==> src/rtl/cpu_pkg.sv <==
// cpu_pkg: shared widths and fetch state encoding
package cpu_pkg;
    localparam int XLEN    = 32;
    localparam int INSTR_W = 32;
    typedef enum logic [1:0] {
        IDLE  = 2'd0,
        FETCH = 2'd1,
        DRAIN = 2'd2,
        HALT  = 2'd3
    } fetch_state_t;
endpackage

==> src/rtl/fetch_queue.sv <==
// fetch_queue: small synchronous FIFO of {pc, instr} with flush and head read from storage
module fetch_queue #(
    parameter int QDEPTH = 2,
    parameter int PTR_W  = 1,
    parameter int W      = 64
) (
    input  logic           clk,
    input  logic           rst_n,
    input  logic           push,
    input  logic           pop,
    input  logic           flush,
    input  logic [W-1:0]   wdata,
    output logic [W-1:0]   head,
    output logic [PTR_W:0] count
);
    logic [W-1:0]     mem [QDEPTH];
    logic [PTR_W-1:0] rd_ptr;
    logic [PTR_W-1:0] wr_ptr;

    assign head = mem[rd_ptr];

    // storage, pointers and occupancy; flush beats any same-cycle push or pop
    always_ff @(posedge clk or negedge rst_n) begin
        if (!rst_n) begin
            rd_ptr <= '0;
            wr_ptr <= '0;
            count  <= '0;
            for (int i = 0; i < QDEPTH; i++) mem[i] <= '0;
        end else if (flush) begin
            rd_ptr <= '0;
            wr_ptr <= '0;
            count  <= '0;
        end else begin
            if (push) begin
                mem[wr_ptr] <= wdata;
                wr_ptr      <= wr_ptr + PTR_W'(1);
            end
            if (pop) rd_ptr <= rd_ptr + PTR_W'(1);
            count <= count + (PTR_W+1)'(push) - (PTR_W+1)'(pop);
        end
    end
endmodule

==> src/rtl/fetch_controller.sv <==
// fetch_controller: PC sequencing, instruction queueing, redirect and end-of-program handling
module fetch_controller
    import cpu_pkg::*;
#(
    parameter logic [31:0] RESET_PC = 32'h0000_0000,
    parameter int          QDEPTH   = 2,
    parameter int          PTR_W    = 1
) (
    input  logic               clk,
    input  logic               rst_n,
    input  logic               start,
    output logic [XLEN-1:0]    imem_pc,
    input  logic [INSTR_W-1:0] imem_instr,
    input  logic               imem_done,
    input  logic               redirect_valid,
    input  logic [XLEN-1:0]    redirect_pc,
    output logic               out_valid,
    input  logic               out_ready,
    output logic [INSTR_W-1:0] out_instr,
    output logic [XLEN-1:0]    out_pc,
    output logic               halted,
    output logic [31:0]        fetch_cnt
);
    fetch_state_t                state, state_nx;
    logic [XLEN-1:0]             pc, pc_nx;
    logic [PTR_W:0]              count;
    logic [XLEN+INSTR_W-1:0]     head;
    logic                        redir, pop, push, space;

    assign redir     = redirect_valid && state != IDLE;
    assign out_valid = count != '0;
    assign pop       = out_valid && out_ready && !redir;
    assign space     = count < (PTR_W+1)'(QDEPTH) || (out_valid && out_ready);
    assign push      = state == FETCH && space && !imem_done && !redir;
    assign halted    = state == HALT;
    assign imem_pc   = {2'b00, pc[XLEN-1:2]};
    assign out_pc    = head[XLEN+INSTR_W-1:INSTR_W];
    assign out_instr = head[INSTR_W-1:0];

    fetch_queue #(.QDEPTH(QDEPTH), .PTR_W(PTR_W), .W(XLEN+INSTR_W)) u_queue (
        .clk   (clk),
        .rst_n (rst_n),
        .push  (push),
        .pop   (pop),
        .flush (redir),
        .wdata ({pc, imem_instr}),
        .head  (head),
        .count (count)
    );

    // next state and pc: redirect wins, otherwise advance only when a push happens
    always_comb begin
        state_nx = state;
        pc_nx    = pc;
        if (redir) begin
            state_nx = FETCH;
            pc_nx    = redirect_pc & ~32'd3;
        end else begin
            case (state)
                IDLE:    state_nx = start ? FETCH : IDLE;
                FETCH:   if (space) begin
                             if (imem_done) state_nx = DRAIN;
                             else pc_nx = pc + 32'd4;
                         end
                DRAIN:   state_nx = (count == (PTR_W+1)'(pop)) ? HALT : DRAIN;
                default: state_nx = state;
            endcase
        end
    end

    // state, pc and enqueue counter registers
    always_ff @(posedge clk or negedge rst_n) begin
        if (!rst_n) begin
            state     <= IDLE;
            pc        <= RESET_PC;
            fetch_cnt <= '0;
        end else begin
            state     <= state_nx;
            pc        <= pc_nx;
            fetch_cnt <= fetch_cnt + 32'(push);
        end
    end
endmodule
==> config.mk <==
export PLATFORM = sky130hd
export DESIGN_NAME = fetch_controller
export DESIGN_NICKNAME = d
export VERILOG_FILES = /design/src/rtl/cpu_pkg.sv /design/src/rtl/fetch_queue.sv /design/src/rtl/fetch_controller.sv
export SDC_FILE = /design/constraint.sdc
export NUM_CORES = 1
export LEC_CHECK = 0
export ABC_AREA = 1
export BUFFER_PORTS_ARGS = -buffer_cell sky130_fd_sc_hd__buf_4
export CAP_MARGIN = 20
export CORE_UTILIZATION = 50
export DETAILED_ROUTE_END_ITERATION = 6
export PLACE_DENSITY = 0.72
export SKIP_LAST_GASP = 1
export SLEW_MARGIN = 20
export SYNTH_ARGS = -nofsm -noshare
export SYNTH_HDL_FRONTEND = slang
export SYNTH_SLANG_ARGS = --single-unit
export TNS_END_PERCENT = 100
==> constraint.sdc <==
create_clock -name clk -period 3.2 [get_ports clk]
set_input_delay 0.48 -clock clk [delete_from_list [all_inputs] [get_ports clk]]
set_output_delay 0.48 -clock clk [all_outputs]
set_load 0.05 [all_outputs]
* Word-level counts from Yosys, hierarchy flattened
Cells that the tools add are included.
** Word-level totals
- Logic and storage cells :: 70
- Register bits :: 198
- Output and inout bits :: 130
- Bits of input ports :: 70
** Cells by class
- Magnitude comparators :: 4
- Add/subtract/negate cells :: 6
- Equality and inequality tests :: 7
- Bitwise gates (word level) :: 3
- Reductions and logical operators :: 21
- Mux-type cells :: 21
** Operators by type and width (number)
- 2-to-1 mux 64 bit :: 4
- bitwise mux 128 bit :: 1
- 2-to-1 mux 32 bit :: 4
- demux 64 bit (select 1 bit) :: 1
- adder 32 x 1 -> 32 bit :: 1
- adder 32 x 3 -> 32 bit (second input constant) :: 1
- nonzero test 2 bit :: 6
- 2-to-1 mux 2 bit :: 4
- logical AND 1 bit :: 7
- 2-to-1 mux 1 bit :: 6
- inequality test 3 bit (second input constant) :: 2
- case mux 2 bit (3 select lines) :: 1
- AND reduction 3 bit :: 2
- equality test 2 bit (second input constant) :: 2
- greater-or-equal comparator 2 bit (second input constant) :: 2
- inverter 1 -> 2 bit :: 2
- nonzero test 4 bit :: 1
- adder 1 bit (second input constant) :: 2
- adder 2 x 1 -> 2 bit :: 1
- equality test 2 x 1 -> 1 bit :: 1
- equality test 2 x 1 -> 1 bit (second input constant) :: 1
- zero test 1 bit :: 2
- zero test 2 bit :: 1
- < comparator 2 x 1 -> 1 bit (second input constant) :: 1
- 6 further kinds :: 6

* Depth between registers and ports, before layout
Gate-level depths: netlist (run 1).
- Depth in word-level cells :: 9
- Gate-level depth with buffers :: 17
- Depth with buffers taken out :: 17

* Hierarchy
A second synthesis (run 1) with hierarchy kept.
** Unflattened totals
- Cell total of the unflattened synthesis :: 1212
- Area, all modules :: 10573.9 µm²
** Modules (own cells, without submodules)
- fetch_queue :: cells each 572, area each 6282.3 µm², times used 1, sequential area each 3303.2 µm²
- fetch_controller :: cells each 640, area each 4291.6 µm², times used 1, sequential area each 1601.5 µm²

* Worst setup path before layout (run 1)
Ideal clock, no wire load.
- Path kind :: register to register
- Start :: reg u_queue.count[1]
- End :: reg fetch_cnt[18]
- Data arrival time :: 2.333 ns
- Period minus slack after synthesis :: 2.475 ns
- Cell stages (with the launch flop) :: 17
- Buffers on the path :: 0
- Data required time :: 3.058 ns
- Library setup time :: 0.142 ns
- Path slack :: 0.725 ns
- Cells stage by stage :: dfrtp_1 > inv_1 > nand2_2 > nand2_2 > nand2_1 > nand2_2 > inv_4 > nand2_1 > nor2_1 > ha_1 > ha_1 > inv_1 > nor2_1 > inv_1 > nor2_1 > nand4_1 > xnor2_1
** Between the ends
- Longest elaborated chain between the ends :: 7
- Elaborated cells between the ends (all ways) :: 8
- Classes of those cells :: add/sub (1); order compare (1); reduce/logical (6)
** RTL lines
- from (decl) :: RTL line fetch_queue.sv:14 : output logic [PTR_W:0] count
- from (signal assigned) :: RTL line fetch_queue.sv:39 : count <= count + (PTR_W+1)'(push) - (PTR_W+1)'(pop);
- nonzero test 2 bit :: RTL line fetch_controller.sv:31 : assign out_valid = count != '0;
- net out_valid :: RTL line fetch_controller.sv:17 : output logic out_valid,
- logical AND 1 bit :: RTL line fetch_controller.sv:33 : assign space = count < (PTR_W+1)'(QDEPTH) || (out_valid && out_ready);
- logical OR 1 bit :: RTL line fetch_controller.sv:33
- logical AND 1 bit (3 in series) :: RTL line fetch_controller.sv:34 : assign push = state == FETCH && space && !imem_done && !redir;
- adder 32 x 1 -> 32 bit :: RTL line fetch_controller.sv:80 : fetch_cnt <= fetch_cnt + 32'(push);
- to (signal assigned) :: RTL line fetch_controller.sv:80
- to (decl) :: RTL line fetch_controller.sv:22 : output logic [31:0] fetch_cnt
The timed path passes the listed nets, and every way through them passes these cells.
A chain may end at the register's enable or synchronous reset.

* Final worst setup path (run 1)
- Start :: reg u_queue.count[1]
- End :: reg fetch_cnt[18]
** Between the ends
- Longest elaborated chain between the ends :: 7
- Elaborated cells between the ends (all ways) :: 8
- Classes of those cells :: add/sub (1); order compare (1); reduce/logical (6)
** RTL lines (RTL line)
- parallel branches: the longest is 2 deep, another holds < comparator 2 bit
- logical OR 1 bit * :: fetch_controller.sv:33
- logical AND 1 bit * (3 in series) :: fetch_controller.sv:34
- adder 32 x 1 -> 32 bit * :: fetch_controller.sv:80
Every way passes the cells marked *.

==> flow_metrics.env, run 1 <==
export IMPL_die_y_um=141.2
export IMPL_synth_mux_area_share_pct=0
export IMPL_grt_use_total_pct=25.04
export IMPL_synth_compound_area_share_pct=8.538
export IMPL_slowest_delay_ns=0.38
export IMPL_cp_cell_sequence="inv_1, nand2_2, nand2_2, nand2_1, nand2_2, inv_4, nand2_1, nor2_1, ha_1, ha_1, inv_1, nor2_1, inv_1, nor2_1, nand4_1, xnor2_1"
export IMPL_startpoint="u_queue.count[1]"
export IMPL_drt_wirelength_per_cell_um=13.75
export IMPL_post_cts_resize_count=0
export IMPL_drive_gt1_share_pct=17.47
export IMPL_hp_class="primary input to asynchronous set/reset pin"
export IMPL_period_minus_slack_ns=2.610
export IMPL_hold_violations=0
export IMPL_cts_root_buf="clkbuf_16"
export IMPL_cts_hold_buf=0
export IMPL_yosys_warnings=0
export IMPL_clkTransAtPathRegs_ns=0.07
export IMPL_syn_inst=1290
export IMPL_wl_met3_um=1311
export IMPL_viasPerCell=4.986
export IMPL_grt_overflow=0
export IMPL_slew_headroom_pct=50.81
export IMPL_cp_required_ns=3.51
export IMPL_core_um2=18830
export IMPL_path_buf_inv=4
export IMPL_crit_family="simple AND/OR/NAND/NOR gates"
export IMPL_insertion_delay_ns=0.43
export IMPL_worstSetupPathType="register to register"
export IMPL_power_density_nw_per_um2=1064
export IMPL_syn_to_final_growth_pct=22.63
export IMPL_timing_hold_ws_ns=0.03783
export IMPL_met1_length_um=11240
export IMPL_dr_wl_met2_um=10790
export IMPL_tightest_slew_ns=0.7378
export IMPL_vias=8661
export IMPL_cp_max_fo=4
export IMPL_fin_total_pwr_mw=12.64
export IMPL_rows=50
export IMPL_hpwl_um=16710
export IMPL_die_w_um=141.2
export IMPL_dieArea_um2=19930
export IMPL_max_cap_violations=0
export IMPL_grt_max_degree=125
export IMPL_synth_seq_cells=192
export IMPL_wl_um=23890
export IMPL_power_leakage_nw=6.223
export IMPL_reg2reg_from="u_queue.count[1]"
export IMPL_io_buffers=193
export IMPL_num_antenna_cells=0
export IMPL_start_util_pct=51.44
export IMPL_synth_top_family_by_area="simple AND/OR/NAND/NOR gates"
export IMPL_ys_types=33
export IMPL_synthXorXnorAreaFrac_pct=2.803
export IMPL_place_congestion=0.8817
export IMPL_skew_ns=0.01177
export IMPL_rsz0062_at_grt="false"
export IMPL_cts_sinks=192
export IMPL_maxSlewViolCount=0
export IMPL_cts_buffers_inserted=17
export IMPL_avgSynthCellArea_um2=7.509
export IMPL_top_layer_used="met4"
export IMPL_synth_fa_ha_area_share_pct=1.162
export IMPL_outcome="finished, final reports clean"
export IMPL_ant_nets=0
export IMPL_nets=1543
export IMPL_ios=200
export IMPL_drtIter0Drc=543
export IMPL_cts_tree="yes"
export IMPL_syn_area_um2=9687
export IMPL_cts_buffer_depth=2
export IMPL_dpl_cell_area_um2=11290
export IMPL_setup_worst_path_end_class="register"
export IMPL_grt_pass1_wl_um=39430
export IMPL_critPathLaunchType="register"
export IMPL_arrival_ns=2.92
export IMPL_cts_setup_buffers=0
export IMPL_fin_crit_sh_pct=81.57
export IMPL_route_detailed_drc=0
export IMPL_setup_viol=0
export IMPL_htree_levels=4
export IMPL_design_area_um2=11880
export IMPL_synth_simple_area_share_pct=30.28
export IMPL_grt_pass1_vias=7942
export IMPL_max_freq_mhz=383.1
export IMPL_ir_drop_mv=0.8215
export IMPL_fin_tns_setup_ns=0
export IMPL_synth_seq_area_share_pct=49.60
export IMPL_cp_slowest_cell="dfrtp_1"
export IMPL_antenna_found_initial=0
export IMPL_firstDrtPassIters=5
-- kinds of logic (layout without fill, tap and decap cells) --
group / Yosys count / count (layout)
buf+inv: 159 / 343
fa+ha+maj: 9 / 9
compound gates: 162 / 162
simple gates: 736 / 736
flops: 192 / 192
other cells: 1 / 4
xor+xnor: 31 / 31
-- flip-flops by register name, indices dropped and copies added, names as in the netlist --
name and cells:
pc 30, u_queue.wr_ptr 1, fetch_cnt 32, state 2, u_queue.rd_ptr 1, u_queue.mem 124, u_queue.count 2
-- cells in the mapped netlist (all sizes together) --
master,number,area share [%]
and2,1,0.065
nor3,18,0.98
a21oi,6,0.31
dfrtp,192,50
nand3,43,2.4
inv,105,4.1
nand4,6,0.39
nand2,537,21
ha,9,1.2
xor2,23,2.1
nor2,126,5.1
xnor2,8,0.72
clkbuf,29,1.1
conb,1,0.039
nor3b,1,0.078
a31oi,1,0.065
buf,25,2.4
nand3b,4,0.44
o21ai,155,8.2
-- layer usage --
layer	vias up	GRT usage, %
met5	-	0
met4	0	8.753
met3	35	4.246
met2	286	38.54
met1	3974	35.75
li1	4366	-
-- final timing paths --
path,end,slack [ns],cells past startpoint
worst max-delay path,fetch_cnt[18],0.59,16
worst min-delay path,fetch_cnt[29],0.04,1
worst max register to register,fetch_cnt[18],0.59,16
worst min register to register,fetch_cnt[31],0.48,1
max in group asynchronous,u_queue.mem[60],2.41,2
min in group clk,pc[8],0.28,3
-- stage by stage --
stage,setup WS (ns),util (%),instances
floorplan,0.7247,-,1293
global placement,0.6029,59.95,1705
detailed placement,0.5254,59.95,1705
CTS,0.5656,63.08,1737
global route,0.2913,63.08,1737
finish,0.5896,63.08,1737
-- placed cells by master (no fill, tap or decap), types with 2 or more instances in the layout --
master,n
ha_1,9
o21ai_2,4
inv_6,2
o21ai_1,71
buf_4,201
xnor2_1,8
buf_12,4
nand2_1,533
nor2_1,121
nand4_1,6
nand3b_1,3
nor2_2,4
nand2_2,4
clkbuf_8,3
o21ai_0,80
nand3_1,42
nor3_1,17
xor2_1,23
clkinvlp_4,3
inv_2,3
clkinv_4,2
bufinv_16,2
inv_1,101
a21oi_1,6
clkbuf_16,17
clkinv_2,3
conb_1,4
dfrtp_1,191
-- where the power goes --
group	leakage [nW]	switching, mW	internal [mW]
clock network	0.283	0.924	1.20
registers	2.47	0.683	3.35
logic	3.47	4.62	1.87
-- final cells by class --
class	instances	area (um^2)
clock inverter	12	132.6
multi-input combinational	942	4159
sequential	192	4806
inverter	105	396.6
timing repair buffer	206	1603
tap	260	325.3
fill	1708	6952
clock buffer	20	456.7
No activity file was read; power rests on OpenSTA's default activity.
==> run 2, diff against run 1 <==
--- a/config.mk
+++ b/config.mk
@@ -5,12 +5,12 @@
 export SDC_FILE = /design/constraint.sdc
 export NUM_CORES = 1
 export LEC_CHECK = 0
-export ABC_AREA = 1
+export ABC_AREA = 0
 export BUFFER_PORTS_ARGS = -buffer_cell sky130_fd_sc_hd__buf_4
 export CAP_MARGIN = 20
-export CORE_UTILIZATION = 50
+export CORE_UTILIZATION = 49
 export DETAILED_ROUTE_END_ITERATION = 6
-export PLACE_DENSITY = 0.72
+export PLACE_DENSITY = 0.74
 export SKIP_LAST_GASP = 1
 export SLEW_MARGIN = 20
 export SYNTH_ARGS = -nofsm -noshare
==> constraint.sdc (replaced) <==
create_clock -name clk -period 2.1 [get_ports clk]
set_input_delay 0.315 -clock clk [delete_from_list [all_inputs] [get_ports clk]]
set_output_delay 0.315 -clock clk [all_outputs]
set_load 0.05 [all_outputs]
==> flow_metrics.env, run 2 <==
export IMPL_top_regs="u_queue.mem: 124 flops, fetch_cnt: 32 flops, pc: 30 flops"
export IMPL_viasPerCell=5.583
export IMPL_max_cap_violations=0
export IMPL_die_y_um=138.5
export IMPL_cp_slowest_cell="dfrtp_1"
export IMPL_worstSetupPathType="register to register"
export IMPL_synth_edf_count=0
export IMPL_firstDrtPassIters=7
export IMPL_slowest_delay_ns=0.39
export IMPL_ios=200
export IMPL_htree_levels=4
export IMPL_cp_max_fo=4
export IMPL_cts_tree="yes"
export IMPL_power_density_nw_per_um2=1714
export IMPL_finalNonFillerCells=1217
export IMPL_cts_buffers_inserted=17
export IMPL_whs_path_depth=2
export IMPL_skew_ns=0.02091
export IMPL_rrSetupSlack_ns=0.08
export IMPL_dpl_cell_area_um2=11280
export IMPL_drt_wirelength_per_cell_um=17.54
export IMPL_synth_common_cells="dfrtp_1 (192), mux2_2 (186), nand2_1 (42)"
export IMPL_reg2reg_from="state[0]"
export IMPL_yosys_warnings=0
export IMPL_core_um2=18090
export IMPL_yosys_top_cells_area="dfrtp_1 (53%), mux2_2 (23%), xnor2_1 (2.3%), nand3_1 (1.8%), nand2_1 (1.7%)"
export IMPL_syn_inst=742
export IMPL_critPathLaunchType="register"
export IMPL_cp_cell_sequence="inv_2, ha_2, nand2b_2, and3_4, ha_4, ha_4, inv_2, nor4_4, nand3_2, buf_4, xnor2_1"
export IMPL_drive_gt1_share_pct=52.53
export IMPL_ir_drop_mv=1.031
export IMPL_rows=49
export IMPL_nets=1054
export IMPL_ant_nets=0
export IMPL_setup_viol=0
export IMPL_hpwl_um=14890
export IMPL_final_common_cell="buf_4"
export IMPL_place_congestion=0.8614
export IMPL_crit_family="simple AND/OR/NAND/NOR gates"
export IMPL_violations="design-rule violations"
export IMPL_r2r_cells=11
export IMPL_grt_overflow=0
export IMPL_grt_max_degree=51
export IMPL_placed_cells=1179
export IMPL_io_buffers=193
export IMPL_grt_pass1_vias=6718
export IMPL_cts_root_buf="clkbuf_16"
export IMPL_path_buf_inv=3
export IMPL_synth_top_flop_cell="dfrtp_1"
export IMPL_grt_pass1_wl_um=34410
export IMPL_top_register="u_queue.mem"
export IMPL_maxSlewViolCount=0
export IMPL_antenna_found_initial=0
export IMPL_fin_crit_sh_pct=96.03
export IMPL_setup_worst_path_end_class="register"
export IMPL_cts_buffer_depth=2
export IMPL_whs_endpoint="u_queue.mem[5]"
export IMPL_mostFrequentLayoutCells="buf_4 (243), mux2_2 (186), dfrtp_1 (176), nand2_1 (40), nand3_1 (31)"
export IMPL_largest_reg_flops=124
export IMPL_insertion_delay_ns=0.44
export IMPL_num_antenna_cells=0
export IMPL_avgSynthCellArea_um2=12.31
export IMPL_syn_area_um2=9133
export IMPL_yosysMostFrequentCell="dfrtp_1"
export IMPL_design_area_um2=11920
export IMPL_yosys_area_top_type_share_pct=52.61
export IMPL_drtIter0Drc=381
export IMPL_period_minus_slack_ns=2.017
export IMPL_synth_seq_cells=192
export IMPL_fin_util_pct=65.92
export IMPL_ys_types=55
export IMPL_clkTransAtPathRegs_ns=0.07
export IMPL_cts_sinks=192
export IMPL_synth_seq_area_share_pct=52.61
export IMPL_fin_tns_setup_ns=0
export IMPL_route_detailed_drc=27
export IMPL_synth_top_area_cell="dfrtp_1"
export IMPL_syn_to_final_growth_pct=30.55
export IMPL_grt_use_total_pct=22.64
export IMPL_start_util_pct=50.49
export IMPL_arrival_ns=2.34
export IMPL_rsz0062_at_grt="true"
export IMPL_hold_path_startpoint="imem_instr[5]"
export IMPL_hold_violations=0
export IMPL_hp_class="primary input to register"
export IMPL_cp_required_ns=2.43
export IMPL_outcome="finished, violations left"
export IMPL_die_w_um=138.5
export IMPL_synth_async_reset_ratio_pct=100.0
export IMPL_dieArea_um2=19190
export IMPL_vias=6794
export IMPL_power_leakage_nw=5.399
export IMPL_wl_um=21350
export IMPL_regToRegEndpoint="fetch_cnt[14]"
export IMPL_max_freq_mhz=495.9
[run 2: cell types whose count changed after synthesis, moves of 13 or more]
cell,before,now
o21ai_1,71,2
nand2_1,533,42
xnor2_1,8,24
mux2_2,0,186
inv_1,101,9
nor2_1,121,28
xor2_1,23,10
a21oi_1,6,25
nand4_1,6,22
o21ai_0,80,15
buf_6,15,0
[run 2: worst max path at each step]
stage,startpoint,endpoint,slack [ns],depth (start not counted)
floorplan,state[1],fetch_cnt[18],-0.11,12
global placement,out_ready,fetch_cnt[18],0.08,11
detailed placement,state[1],fetch_cnt[16],0.04,11
CTS,u_queue.rd_ptr,out_pc[2],0.02,3
global route,state[0],fetch_cnt[18],-0.04,11
finish,state[0],fetch_cnt[14],0.08,11
[run 2: power breakdown]
part           leakage, nW  total (mW)  internal [mW]  switching (mW)
clock network        0.269        3.13           1.58            1.56
registers             2.31        6.23           5.22            1.00
logic                 2.82        11.1           4.31            6.76
total                 5.40        20.4           11.1            9.32
[run 2: kinds of logic after synthesis]
logic type	share of synthesized area [%]
AO/OA/AOI/OAI	6.028
XOR/XNOR	3.261
adder cells (fa/ha/maj)	1.233
buffers and inverters	2.713
flip-flops	52.61
multiplexers	23.15
other	0.04106
AND/OR/NAND/NOR	10.96
[run 2: per-stage QoR]
stage / worst slack, ns / total power, mW / hold slack [ns]
2_1_floorplan: -0.1127 / 13.93 / 0.01941
3_3_place_gp: 0.07899 / 17.16 / 0.2848
3_5_place_dp: 0.03802 / 17.34 / 0.2858
4_1_cts: 0.02143 / 20.55 / 0.1008
5_1_grt: -0.04328 / 21.43 / 0.1010
6_report: 0.08346 / 20.43 / 0.1182
[run 2: per-layer routing]
layer  vias to the layer above  GRT usage (%)  part of all wire, %
li1                       3169              -                    -
met1                      3397          29.21                   44
met2                       200          37.56                   49
met3                        28          5.681                  5.7
met4                         0          6.978                  1.3
met5                         -              0                    0
[run 2: layout make-up]
class	instances	area, um^2
clock buffer	17	425.4
clock inverter	15	151.4
fill	1398	6163
inverter	9	33.78
multi-input combinational	501	4182
sequential	192	4825
tap	229	286.5
timing repair buffer	254	2019
[run 2: what timing repair did]
item                       CTS  global route
setup buffers                0             5
resized for setup            0             6
hold endpoints to repair    41             0
setup endpoints to repair    0            23
hold buffers                 1             0
